===== src/rtl/axi4_lite_pkg.sv =====
// Shared AXI4-Lite definitions used by both the master and the register slave.
// Holds response codes, bus widths and the slave's handshake state encodings.
package axi4_lite_pkg;

  localparam int DATA_W   = 32;
  localparam int ADDR_W   = 4;
  localparam int NUM_REGS = 4;

  localparam logic [1:0] RESP_OKAY   = 2'b00;
  localparam logic [1:0] RESP_EXOKAY = 2'b01;
  localparam logic [1:0] RESP_SLVERR = 2'b10;
  localparam logic [1:0] RESP_DECERR = 2'b11;

  typedef enum logic {
    WR_IDLE,
    WR_RESP
  } wr_state_t;

  typedef enum logic {
    RD_IDLE,
    RD_DATA
  } rd_state_t;

endpackage


===== src/rtl/axi4_lite_regfile.sv =====
// Small register array: one synchronous write port, one combinational read port,
// async active-low clear, and a flattened view of every register.
module axi4_lite_regfile #(
  parameter int WIDTH = 32,
  parameter int DEPTH = 4
) (
  input  logic                     clk,
  input  logic                     rst_n,
  input  logic                     we,
  input  logic [$clog2(DEPTH)-1:0] waddr,
  input  logic [WIDTH-1:0]         wdata,
  input  logic [$clog2(DEPTH)-1:0] raddr,
  output logic [WIDTH-1:0]         rdata,
  output logic [DEPTH*WIDTH-1:0]   regs_flat
);

  logic [WIDTH-1:0] mem [DEPTH];

  always_ff @(posedge clk or negedge rst_n) begin
    if (!rst_n) begin
      for (int i = 0; i < DEPTH; i++) begin
        mem[i] <= '0;
      end
    end else if (we) begin
      mem[waddr] <= wdata;
    end
  end

  // Read is combinational, so a read registered on the same edge as a write sees the old value.
  assign rdata = mem[raddr];

  for (genvar g = 0; g < DEPTH; g++) begin : g_flat
    assign regs_flat[g*WIDTH +: WIDTH] = mem[g];
  end

endmodule


===== src/rtl/axi4_lite_slave_regs.sv =====
// AXI4-Lite responder for four software registers with independent write and read paths.
// Register contents are also exported in parallel on slv_regs.
module axi4_lite_slave_regs
  import axi4_lite_pkg::ADDR_W, axi4_lite_pkg::RESP_OKAY,
         axi4_lite_pkg::wr_state_t, axi4_lite_pkg::WR_IDLE, axi4_lite_pkg::WR_RESP,
         axi4_lite_pkg::rd_state_t, axi4_lite_pkg::RD_IDLE, axi4_lite_pkg::RD_DATA;
#(
  parameter int DATA_W   = 32,
  parameter int NUM_REGS = 4
) (
  input  logic                       ACLK,
  input  logic                       ARESETn,
  input  logic [ADDR_W-1:0]          AWADDR,
  input  logic                       AWVALID,
  output logic                       AWREADY,
  input  logic [DATA_W-1:0]          WDATA,
  input  logic                       WVALID,
  output logic                       WREADY,
  output logic [1:0]                 BRESP,
  output logic                       BVALID,
  input  logic                       BREADY,
  input  logic [ADDR_W-1:0]          ARADDR,
  input  logic                       ARVALID,
  output logic                       ARREADY,
  output logic [DATA_W-1:0]          RDATA,
  output logic [1:0]                 RRESP,
  output logic                       RVALID,
  input  logic                       RREADY,
  output logic [NUM_REGS*DATA_W-1:0] slv_regs
);

  wr_state_t wr_state, wr_next;
  rd_state_t rd_state, rd_next;

  logic              aw_held, w_held;
  logic [1:0]        aw_idx;
  logic [DATA_W-1:0] w_data;
  logic              aw_fire, w_fire, wr_en;
  logic [1:0]        wr_idx;
  logic [DATA_W-1:0] wr_data;
  logic [DATA_W-1:0] rf_rdata;
  logic [DATA_W-1:0] rdata_q;
  logic              unused_addr_bits;

  assign unused_addr_bits = ^{AWADDR[1:0], ARADDR[1:0]};

  // Handshakes are derived from state and held flags rather than the READY outputs to keep logic acyclic.
  assign aw_fire = (wr_state == WR_IDLE) && !aw_held && AWVALID;
  assign w_fire  = (wr_state == WR_IDLE) && !w_held && WVALID;
  assign wr_en   = (wr_state == WR_IDLE) && (aw_held || AWVALID) && (w_held || WVALID);
  assign wr_idx  = aw_fire ? AWADDR[3:2] : aw_idx;
  assign wr_data = w_fire ? WDATA : w_data;

  always_comb begin
    wr_next = wr_state;
    AWREADY = 1'b0;
    WREADY  = 1'b0;
    BVALID  = 1'b0;
    case (wr_state)
      WR_IDLE: begin
        AWREADY = !aw_held;
        WREADY  = !w_held;
        if (wr_en) wr_next = WR_RESP;
      end
      WR_RESP: begin
        BVALID = 1'b1;
        if (BREADY) wr_next = WR_IDLE;
      end
      default: wr_next = WR_IDLE;
    endcase
  end

  always_ff @(posedge ACLK or negedge ARESETn) begin
    if (!ARESETn) begin
      wr_state <= WR_IDLE;
      aw_held  <= 1'b0;
      w_held   <= 1'b0;
      aw_idx   <= '0;
      w_data   <= '0;
    end else begin
      wr_state <= wr_next;
      if (wr_en) begin
        aw_held <= 1'b0;
        w_held  <= 1'b0;
      end else begin
        if (aw_fire) begin
          aw_held <= 1'b1;
          aw_idx  <= AWADDR[3:2];
        end
        if (w_fire) begin
          w_held <= 1'b1;
          w_data <= WDATA;
        end
      end
    end
  end

  always_comb begin
    rd_next = rd_state;
    ARREADY = 1'b0;
    RVALID  = 1'b0;
    case (rd_state)
      RD_IDLE: begin
        ARREADY = 1'b1;
        if (ARVALID) rd_next = RD_DATA;
      end
      RD_DATA: begin
        RVALID = 1'b1;
        if (RREADY) rd_next = RD_IDLE;
      end
      default: rd_next = RD_IDLE;
    endcase
  end

  always_ff @(posedge ACLK or negedge ARESETn) begin
    if (!ARESETn) begin
      rd_state <= RD_IDLE;
      rdata_q  <= '0;
    end else begin
      rd_state <= rd_next;
      if (rd_state == RD_IDLE && ARVALID) rdata_q <= rf_rdata;
    end
  end

  assign RDATA = rdata_q;
  assign BRESP = RESP_OKAY;
  assign RRESP = RESP_OKAY;

  axi4_lite_regfile #(
    .WIDTH(DATA_W),
    .DEPTH(NUM_REGS)
  ) u_regfile (
    .clk      (ACLK),
    .rst_n    (ARESETn),
    .we       (wr_en),
    .waddr    (wr_idx),
    .wdata    (wr_data),
    .raddr    (ARADDR[3:2]),
    .rdata    (rf_rdata),
    .regs_flat(slv_regs)
  );

endmodule


===== config.mk =====
export PLATFORM = sky130hd
export DESIGN_NAME = axi4_lite_slave_regs
export DESIGN_NICKNAME = d
export VERILOG_FILES = /design/src/rtl/axi4_lite_pkg.sv /design/src/rtl/axi4_lite_regfile.sv /design/src/rtl/axi4_lite_slave_regs.sv
export SDC_FILE = /design/constraint.sdc
export NUM_CORES = 1
export LEC_CHECK = 0
export CAP_MARGIN = 20
export CORE_MARGIN = 2
export CORE_UTILIZATION = 45
export DETAILED_ROUTE_END_ITERATION = 10
export PLACE_DENSITY = 0.76
export SYNTH_ARGS = -nofsm -noshare
export SYNTH_HDL_FRONTEND = slang
export SYNTH_SLANG_ARGS = --single-unit

===== constraint.sdc =====
create_clock -name ACLK -period 1.8 [get_ports ACLK]
set_input_delay 0.36 -clock ACLK [delete_from_list [all_inputs] [get_ports ACLK]]
set_output_delay 0.36 -clock ACLK [all_outputs]
set_load 0.02 [all_outputs]

==> summary.txt <==
Synthesis
  – Post-synthesis cell type count: 31
  – Register area share after synthesis: 0.567
  – Post-synth top flop: dfrtp_1
  – Yosys top cell by area: dfrtp_1
  – Syn. warnings: 0
  – Netlist Area Pre-Place: roughly 8700 um2
  – Post-synth EDFFs: 0
  – #FFs+latches synth: 198
  – Top-area cell type share of the netlist area: 0.567
  – Synth area leaders: dfrtp_1, mux2_2, mux4_2
  – Gate Count Post-Synth: 519
  – Syn Area/Cell: 16.8 um2
  – Post-synthesis async set-or-reset flop share: 1.00

Clock network
  – Cts bufs inserted: 17
  – # clock sinks: 198
  – TritonCTS clock tree: built
  – Htree depth: 4
  – Clock tree buffer depth: 2
  – Worst-Skew Late Latency: 0.43 ns
  – Reg clk slew, reported paths: around 0.070 ns
  – Root Driver: clkbuf_16

Timing
  – Final Setup Violations: 152
  – Tmin final: 2.04 ns
  – Fin crit share: 1.13
  – Final Skew: between 0.01 and 0.015 ns
  – Relative slew slack: 0.631
  – Slew Limit Fails: 0
  – Count of final hold-check violations: 0
  – FMAX: 490 MHz
  – Worst Tran Pin Value: 0.553 ns
  – Worst Slack Setup Final: -0.241 ns
  – RSZ-0062 raised after global routing: true
  – Setup TNS: -16.00 ns

Floorplan
  – DIE WIDTH: 143 um
  – Starting Density: 0.463
  – Chip height: 143 um
  – Row count: 50
  – Die area: 20,600 um2
  – Core Footprint: about 19,000 um2
  – Ports: 216

Setup path
  – CP Max Fanout: 14
  – Setup crit end kind: flop
  – R2R cell count: 5
  – WP data required: 2.11 ns
  – WP data arrival: 2.35 ns
  – Crit path from: aw_held
  – R2r startpoint: aw_held
  – Setup crit start kind: flop
  – Crit Path Class: flop to flop

Route
  – Via Count: 5,549
  – Antenna-violating nets left: 0
  – M1 WL: around 10,000 um
  – Router iterations before antenna repair: 4
  – DR iter-0 viols: 217
  – Vias per Instance: 5.30
  – Avg WL per Cell: 22.0 um
  – Length of routed met2 wiring: 11,600 um
  – WL met3: 1090 um
  – Drt drc: 0
  – Total wire length: 23,000 um
  – Top layer in use: met5

Worst hold path
  – Tightest Hold Check Type: input pin to async pin

Global routing
  – GRT Util Overall: 0.231
  – Total grt overflow: 0
  – First-pass GRT wire length: ~36,000 um
  – Vias in the first global route: 6,082
  – Largest net degree at the start of global routing: 59
  – Initial antenna violation count: 1

Cells and area
  – Post-layout util: 0.666
  – Final net count: 820
  – Fin area: about 13,000 um2
  – Most common cell after layout, fill and taps aside: dfrtp_1
  – Most frequent cells in the layout: dfrtp_1, mux2_2, dlygate4sd2_1, mux2_4, clkdlybuf4s50_1
  – Area Growth Syn to Fin: 44.0%
  – Share of cells above drive strength 1: 0.461
  – Number of diodes: 0

Pwr
  – Pwr Total: 24.6 mW
  – Cell leakage power: a little over 6 nW
  – P_sw: 9.07 mW
  – Max IR drop VDD: 0.969 mV
  – Cell Pwr Density: 1950 nW/um2
  – Switching Fraction: 0.369
  – Internal power: 15.5 mW
  – Sequential power share: 0.342
  – Logic pwr share: 0.507
  – Clock share of power: 0.151

Placement
  – Area post-placement: ~12,000 um2
  – Port Buffers: between 200 and 250
  – Hpwl dp: 15,800 um
  – Final Wtd Congestion: 0.827
  – Worst slack, placed: -0.721 ns

Run status
  – Failing checks: setup timing
  – Status: complete, but fails checks

Flow run
  – Max-cap violations: 0
[cells in the mapped netlist (2+ instances only)]
cell and n:
dfrtp_1 198, mux2_1 7, buf_12 3, nor3_1 2, buf_4 7, mux2_2 189
o21a_1 2, mux2_4 30, nor2_1 3, nand3_1 2, clkbuf_1 11, buf_2 12
and2_1 2, inv_1 3, mux4_2 32
[stage by stage]
step                      std cells  hold WS, ns
after floorplan                 522       0.0644
after global placement         1003        0.382
after detailed placement       1003        0.385
after CTS                      1044        0.485
after global routing           1046        0.505
final                          1046        0.470
[logic make-up (layout without fill, tap and decap cells)]
logic type / Yosys count / in the layout / share of synthesized area
muxes: 258 / 258 / 0.386
and+or+nand+nor: 16 / 16 / 0.0107
other: 1 / 4 / 0.000429
buffers and inverters: 37 / 301 / 0.0262
AOI/OAI and AO/OA: 9 / 9 / 0.00930
DFF: 198 / 198 / 0.567
[layout make-up]
| cell class | count | area, um2 |
|---|---|---|
| multi-input combinational | 287 | 3840 |
| sequential | 198 | 4960 |
| clock inverter | 9 | 91.3 |
| tap | 260 | 325 |
| inverter | 3 | 11.3 |
| clock buffer | 23 | 478 |
| fill | 1344 | 6310 |
| timing repair buffer | 266 | 2880 |
[layer usage]
metal | vias to the layer above | GRT usage
met5 | - | 0
met4 | 2 | 0.0640
met3 | 27 | 0.0500
met2 | 167 | 0.387
met1 | 2931 | 0.305
li1 | 2422 | -
[power groups by stage]
stage,combinational (mW),clock (mW),sequential [mW]
5_1_grt,13.2,3.94,8.70
2_1_floorplan,5.27,0,10.3
6_report,12.5,3.71,8.42
4_1_cts,12.6,3.78,8.43
3_3_place_gp,12.6,0,8.35
3_5_place_dp,12.9,0,8.50
[worst max-delay path, stage by stage, from the launching register on]
cell	delay, ns
dfrtp_1	0.39
or3b_4	0.40
or4_4	0.43
o31ai_4	0.14
buf_12	0.24
mux2_4	0.31
[state kept, by name (all words and copies together) (netlist names)]
register and flops:
u_regfile.regs_flat 128, RDATA 32, w_data 32, aw_idx 2, aw_held 1, rd_state 1, w_held 1, wr_state 1
[path summary, 6_finish.rpt]
kind	end	slack [ns]
min in group ACLK	rd_state	0.50
min reg2reg	RDATA[0]	0.51
min	w_data[31]	0.47
max in group asynchronous	u_regfile.regs_flat[106]	0.69
max reg2reg	u_regfile.regs_flat[22]	-0.24
max	u_regfile.regs_flat[22]	-0.24
[repair_timing]
action | 4_1_cts | 5_1_grt
hold endpoints to repair | 51 | 0
resized for setup | 126 | 60
pin swaps | 5 | 0
hold buffers | 1 | 0
setup buffers | 6 | 2
cloned | 2 | 0
endpoints found under the setup margin | 244 | 213
No activity file was read; power rests on OpenSTA's default activity.
==> RTL edit 1: new RTL, same flow settings <==
`DATA_W` is set to 32 in 2 places; all go to 16.
--- a/src/rtl/axi4_lite_pkg.sv
+++ b/src/rtl/axi4_lite_pkg.sv
@@ -2,7 +2,7 @@
 // Holds response codes, bus widths and the slave's handshake state encodings.
 package axi4_lite_pkg;
 
-  localparam int DATA_W   = 32;
+  localparam int DATA_W   = 16;
   localparam int ADDR_W   = 4;
   localparam int NUM_REGS = 4;
 
--- a/src/rtl/axi4_lite_slave_regs.sv
+++ b/src/rtl/axi4_lite_slave_regs.sv
@@ -5,7 +5,7 @@
          axi4_lite_pkg::wr_state_t, axi4_lite_pkg::WR_IDLE, axi4_lite_pkg::WR_RESP,
          axi4_lite_pkg::rd_state_t, axi4_lite_pkg::RD_IDLE, axi4_lite_pkg::RD_DATA;
 #(
-  parameter int DATA_W   = 32,
+  parameter int DATA_W   = 16,
   parameter int NUM_REGS = 4
 ) (
   input  logic                       ACLK,
Interface: changed (resized RDATA, WDATA and slv_regs); port bits go from 216 to 120. The function was not compared with the original's and may differ.
==> RTL edit 1 against the original RTL <==
The run still ends with negative setup slack left; final cell count is 46% lower; sequential share of layout area is 1.2 points lower; count of clock-buffer cells in the layout is 14 lower; global-route usage is 2.8 points lower; fmax is 4.6% higher; clock skew is 0.00066 ns higher; routed wire length is 50% lower; first-iteration DRC count is 69% lower; synthesized cell count is 46% lower; worst setup slack better by 0.089 ns; area after synthesis is 48% lower; cell area is 47% lower; sequential cell count is 96 lower; total power is 47% lower; largest cell class unchanged; highest routed layer is now met4.
==> RTL edit 1: results (changes against the original RTL) <==
status:
  outcome: "finished, violations left"  # unchanged
  violations: "negative setup slack"  # unchanged
grt:
  antenna_found_initial: 0  # was 1
  grt_pass1_wl_um: 17000  # was 35,700 um
  grt_max_degree: 40  # was 59
  grtUsageTotal_pct: 20.2  # was 23.1%
  first_global_vias: 3056  # was 6,082
clocking:
  clk_pin_slew_ns: 0.10  # was 0.07 ns
  clockRootBuffer: "clkbuf_8"  # was clkbuf_16
  cts_buffer_depth: 2  # unchanged
  cts_made_buffers: 9  # was 17
  cts_max_level: 3  # was 4
  insertion_delay_ns: 0.36  # was 0.43 ns
timing:
  fin_tns_setup_ns: -6.01  # was -16.00 ns
  finClkSkew_ns: 0.0126  # was 0.0120 ns
  worst_slack_ns: -0.152  # was -0.241 ns
  setup_violations: 80  # was 152
  whs_ns: 0.487  # was 0.470 ns
place:
  gp_congestion: 0.792  # was 0.827
  place_ws_ns: -0.607  # was -0.721 ns
  dpl.hpwl_um: 7490  # was 15,800 um
  place.port_buffers: 111  # was 207
critical_path:
  path_max_fanout: 8  # was 14
  critical_path_arrival_ns: 2.20  # was 2.35 ns
  r2r-start: "wr_state"  # was aw_held
  reg2regPathDepth: 5  # unchanged
  rr_endpoint: "u_regfile.regs_flat[15]"  # was u_regfile.regs_flat[22]
synthesis:
  seq_area_frac_synth_pct: 55.9  # was 56.7%
  yosysTopAreaCell: "dfrtp_1"  # unchanged
  async_reset_ff_share_pct: 100  # unchanged
  yosys_warnings: 0  # unchanged
  yosysUniqueCellTypes: 31  # unchanged
  ys_top_cells_by_area: "dfrtp_1, mux2_2, mux4_2"  # unchanged
  synth_commonest_cells: "mux2_2, dfrtp_1, mux4_2, mux2_4, buf_2"  # was dfrtp_1, mux2_2, mux4_2, mux2_4, buf_2
cells_and_area:
  diodes: 0  # unchanged
  nNetsFinal: 453  # was 820
  drive_gt1_share_pct: 46.8  # was 46.1%
  largest_reg_flops: 64  # was 128
  nFillCells: 727  # was 1,344
power_and_ir_drop:
  peakVddDrop_mv: 0.945  # was 0.969 mV
  leakagePower_nw: 3.06  # was 6.16 nW
  switchingPower_w: 0.00480  # was 0.00907 W
drt:
  routed_via_density: 5.29  # was 5.30
  firstDrtPassIters: 6  # was 4
  wire_per_inst_um: 20.7  # was 22.0 um
  drtIter0Drc: 67  # was 217
worst_hold_path:
  min-delay-path-class: "in -> async"  # unchanged
==> RTL edit 1: cell count changes after synthesis, sizes merged <==
cell    unedited run  this run
clkbuf            11         3
mux4              32        16
mux2             226       114
dfrtp            198       102
buf               23        16
==> RTL edit 1: layer usage <==
layer	GRT usage, %	vias to the layer above	wire [um]
li1	-	1319	-
met1	26.9	1561	4900
met2	34.1	74	6090
met3	4.18	10	487
met4	5.05	0	105
met5	0	-	0
==> RTL edit 1: final cells by class <==
| cell class | count | area, um^2 | share of cell area [%] |
|---|---|---|---|
| clock inverter | 7 | 53.8 | 0.804 |
| tap | 133 | 166 | 2.49 |
| multi-input combinational | 159 | 2150 | 32.2 |
| sequential | 102 | 2550 | 38.2 |
| inverter | 3 | 16.3 | 0.243 |
| clock buffer | 9 | 124 | 1.85 |
| timing repair buffer | 147 | 1630 | 24.3 |
==> RTL edit 1: power groups by stage <==
stage,clock network (W),registers [W],logic (W)
floorplan,0,0.00528,0.00260
global placement,0,0.00430,0.00637
detailed placement,0,0.00437,0.00649
CTS,0.00139,0.00432,0.00659
global route,0.00149,0.00449,0.00762
finish,0.00137,0.00435,0.00726
==> RTL edit 1: stage by stage <==
stage | std cells | instance area (um^2)
after floorplan | 283 | 4610
after global placement | 534 | 6080
after detailed placement | 534 | 6080
after CTS | 552 | 6330
after global routing | 560 | 6690
final | 560 | 6690
==> RTL edit 1: worst max-delay path, stage by stage (launching register included) <==
cell and delay, ns:
dfrtp_2 0.43, or3b_4 0.38, or4_4 0.43, o31ai_4 0.11
buf_12 0.19, mux2_4 0.30
==> RTL edit 1: kinds of logic after synthesis <==
kind of cell	Yosys count	synth area share (%)
buffers and inverters	22	2.96
other	1	0.0821
and+or+nand+nor	16	2.14
DFF	102	55.9
muxes	130	36.8
AOI/OAI and AO/OA	9	2.08
==> RTL edit 1: worst max-delay path by stage <==
stage / cells after the start / slack (ns) / to / startpoint
after floorplan: 6 / -0.22 / w_data[6] / wr_state
after global placement: 6 / -0.60 / u_regfile.regs_flat[15] / AWVALID
after detailed placement: 6 / -0.61 / u_regfile.regs_flat[3] / AWVALID
after CTS: 5 / -0.17 / u_regfile.regs_flat[1] / aw_held
after global routing: 5 / -0.19 / u_regfile.regs_flat[14] / wr_state
final: 5 / -0.15 / u_regfile.regs_flat[15] / wr_state
==> RTL edit 1: repair_timing <==
| action | in CTS | in global routing |
|---|---|---|
| setup endpoints to repair | 84 | 91 |
| cloned | 1 | 3 |
| hold buffers | 1 | 0 |
| pin swaps | 4 | 11 |
| hold endpoints to repair | 31 | 0 |
| buffers inserted | 0 | 7 |
| gates resized for setup | 18 | 77 |
==> RTL edit 2: new RTL, same flow settings <==
Without the edit above. Reset style: synchronous (`ARESETn` and `rst_n`), changed in 3 clocked blocks. Comments in the files are not updated.
--- a/src/rtl/axi4_lite_regfile.sv
+++ b/src/rtl/axi4_lite_regfile.sv
@@ -16,7 +16,7 @@
 
   logic [WIDTH-1:0] mem [DEPTH];
 
-  always_ff @(posedge clk or negedge rst_n) begin
+  always_ff @(posedge clk) begin
     if (!rst_n) begin
       for (int i = 0; i < DEPTH; i++) begin
         mem[i] <= '0;
--- a/src/rtl/axi4_lite_slave_regs.sv
+++ b/src/rtl/axi4_lite_slave_regs.sv
@@ -70,7 +70,7 @@
     endcase
   end
 
-  always_ff @(posedge ACLK or negedge ARESETn) begin
+  always_ff @(posedge ACLK) begin
     if (!ARESETn) begin
       wr_state <= WR_IDLE;
       aw_held  <= 1'b0;
@@ -112,7 +112,7 @@
     endcase
   end
 
-  always_ff @(posedge ACLK or negedge ARESETn) begin
+  always_ff @(posedge ACLK) begin
     if (!ARESETn) begin
       rd_state <= RD_IDLE;
       rdata_q  <= '0;
Check against the original RTL: differs if ARESETn is asserted again (counterexample within 4 cycles, from zero or initial values and one cycle with ARESETn low); with ARESETn held inactive, the same outputs for 4 cycles.
==> RTL edit 2 against the original RTL <==
The flow still finishes with violations (negative setup slack); area after synthesis fell by 7.5%; clock skew fell by 0.0024 ns; cell area rose by 2.3%; routed wire length rose by 19%; sequential cell count did not move; worst setup slack improved by 0.058 ns; worst hold slack improved by 0.0013 ns; critical path type unchanged.
Power is not compared: it rests on default switching activity, and its combinational part moved more than twofold at a synthesized area within 25%.
==> RTL edit 2: results (changes against the original RTL) <==
synthesis:
  synth_commonest_cells: "edfxtp_1, nor3_1, dfxtp_1, nor2_1"  # was dfrtp_1, mux2_2, mux4_2, mux2_4, buf_2
  yosys_warnings: 0  # unchanged
  avgSynthCellArea_um2: 14.6  # was 16.8 um^2
  synth_edf_count: 128  # was 0
  async_reset_ff_share_pct: 0  # was 100%
  ys_top_cells_by_area: "edfxtp_1, dfxtp_1, mux4_2"  # was dfrtp_1, mux2_2, mux4_2
  seq_area_frac_synth_pct: 64.9  # was 56.7%
  yosysUniqueCellTypes: 30  # was 31
timing:
  setup_violations: 189  # was 152
  fin_tns_setup_ns: -10.95  # was -16.00 ns
  worst_slack_ns: -0.183  # was -0.241 ns
  finClkSkew_ns: 0.00955  # was 0.0120 ns
status:
  violations: "negative setup slack"  # unchanged
  outcome: "finished, violations left"  # unchanged
drt:
  vias: 6490  # was 5,549
  firstDrtPassIters: 5  # was 4
  drtIter0Drc: 525  # was 217
  routed_via_density: 5.97  # was 5.30
  wl_um: 27300  # was 23,000 um
grt:
  antenna_found_initial: 2  # was 1
  grt_max_degree: 66  # was 59
  grt_pass1_wl_um: 35700  # about the same
  grtUsageTotal_pct: 24.3  # was 23.1%
  first_global_vias: 6225  # was 6,082
power_and_ir_drop:
  leakagePower_nw: 5.33
  power_density_nw_per_um2: 930
critical_path:
  start_kind: "flop"  # unchanged
  critical_path_arrival_ns: 2.17  # was 2.35 ns
  max_stage_delay_ns: 0.34  # was 0.43 ns
  r2r-start: "wr_state"  # was aw_held
  path_max_fanout: 5  # was 14
  crit_slowest_cell: "dfxtp_2"  # was or4_4
cells_and_area:
  drive_gt1_share_pct: 33.3  # was 46.1%
  nNetsFinal: 891  # was 820
place:
  dp_cells: 1014  # was 1,003
  dpl.hpwl_um: 15500  # was 15,800 um
  place_ws_ns: -0.615  # was -0.721 ns
  dpl_cell_area_um2: 11000  # was 11,700 um^2
  gp_congestion: 0.849  # was 0.827
worst_hold_path:
  min-delay-path-class: "reg -> reg"  # was in -> async
clocking:
  clk_pin_slew_ns: 0.07  # about the same
## RTL edit 2: changes by cell type after synthesis, sizes merged, moves of 11 or more
cell / change
mux2: -225
dfrtp: -198
edfxtp: +128
nor3: +95
dfxtp: +70
nor2: +40
mux2i: +35
a22o: +32
o2bb2ai: +32
clkbuf: +11
## RTL edit 2: metal layers
layer / global-route usage (%) / share of wire [%] / vias up
li1: - / - / 2745
met1: 30.0 / 37 / 3303
met2: 41.7 / 52 / 388
met3: 5.65 / 7.3 / 54
met4: 9.45 / 2.9 / 0
met5: 0 / 0 / -
## RTL edit 2: cell type report
class	count	area, um^2
multi-input cells	304	3190
well taps	229	287
diodes	2	5.00
fillers	1062	4910
flip-flops and latches	198	5250
inverters	3	11.3
clock buffers	17	425
repair buffers	320	3560
clock inverters	15	143
## RTL edit 2: cell families (layout without fill, tap and decap cells)
family                 count (synthesis)  after routing  synth area share [%]
flip-flops                           198            198                  64.9
AND/OR/NAND/NOR                      153            153                  9.28
AO/OA/AOI/OAI                         76             79                  7.83
multiplexers                          68             68                  13.8
buffers and inverters                 57            355                  4.13
other                                  1              6                0.0464
## RTL edit 2: repair_timing
item / CTS / global route
buffers inserted: 10 / 13
pin swaps: 3 / 45
endpoints found under the setup margin: 266 / 286
cloned: 6 / 12
resized for setup: 84 / 179
## RTL edit 2: worst max-delay path: cells and delay by family (launching register included)
kind                   cells  cell delay, ns
buffers and inverters      4            0.73
and+or+nand+nor            2            0.40
DFF                        1            0.34
muxes                      1            0.25
## RTL edit 2: final timing paths
kind	to	slack, ns	depth (start not counted)
min	w_data[7]	0.47	1
max	u_regfile.mem[0][26]	-0.18	7
min reg2reg	w_data[7]	0.47	1
max reg2reg	u_regfile.mem[0][26]	-0.18	7
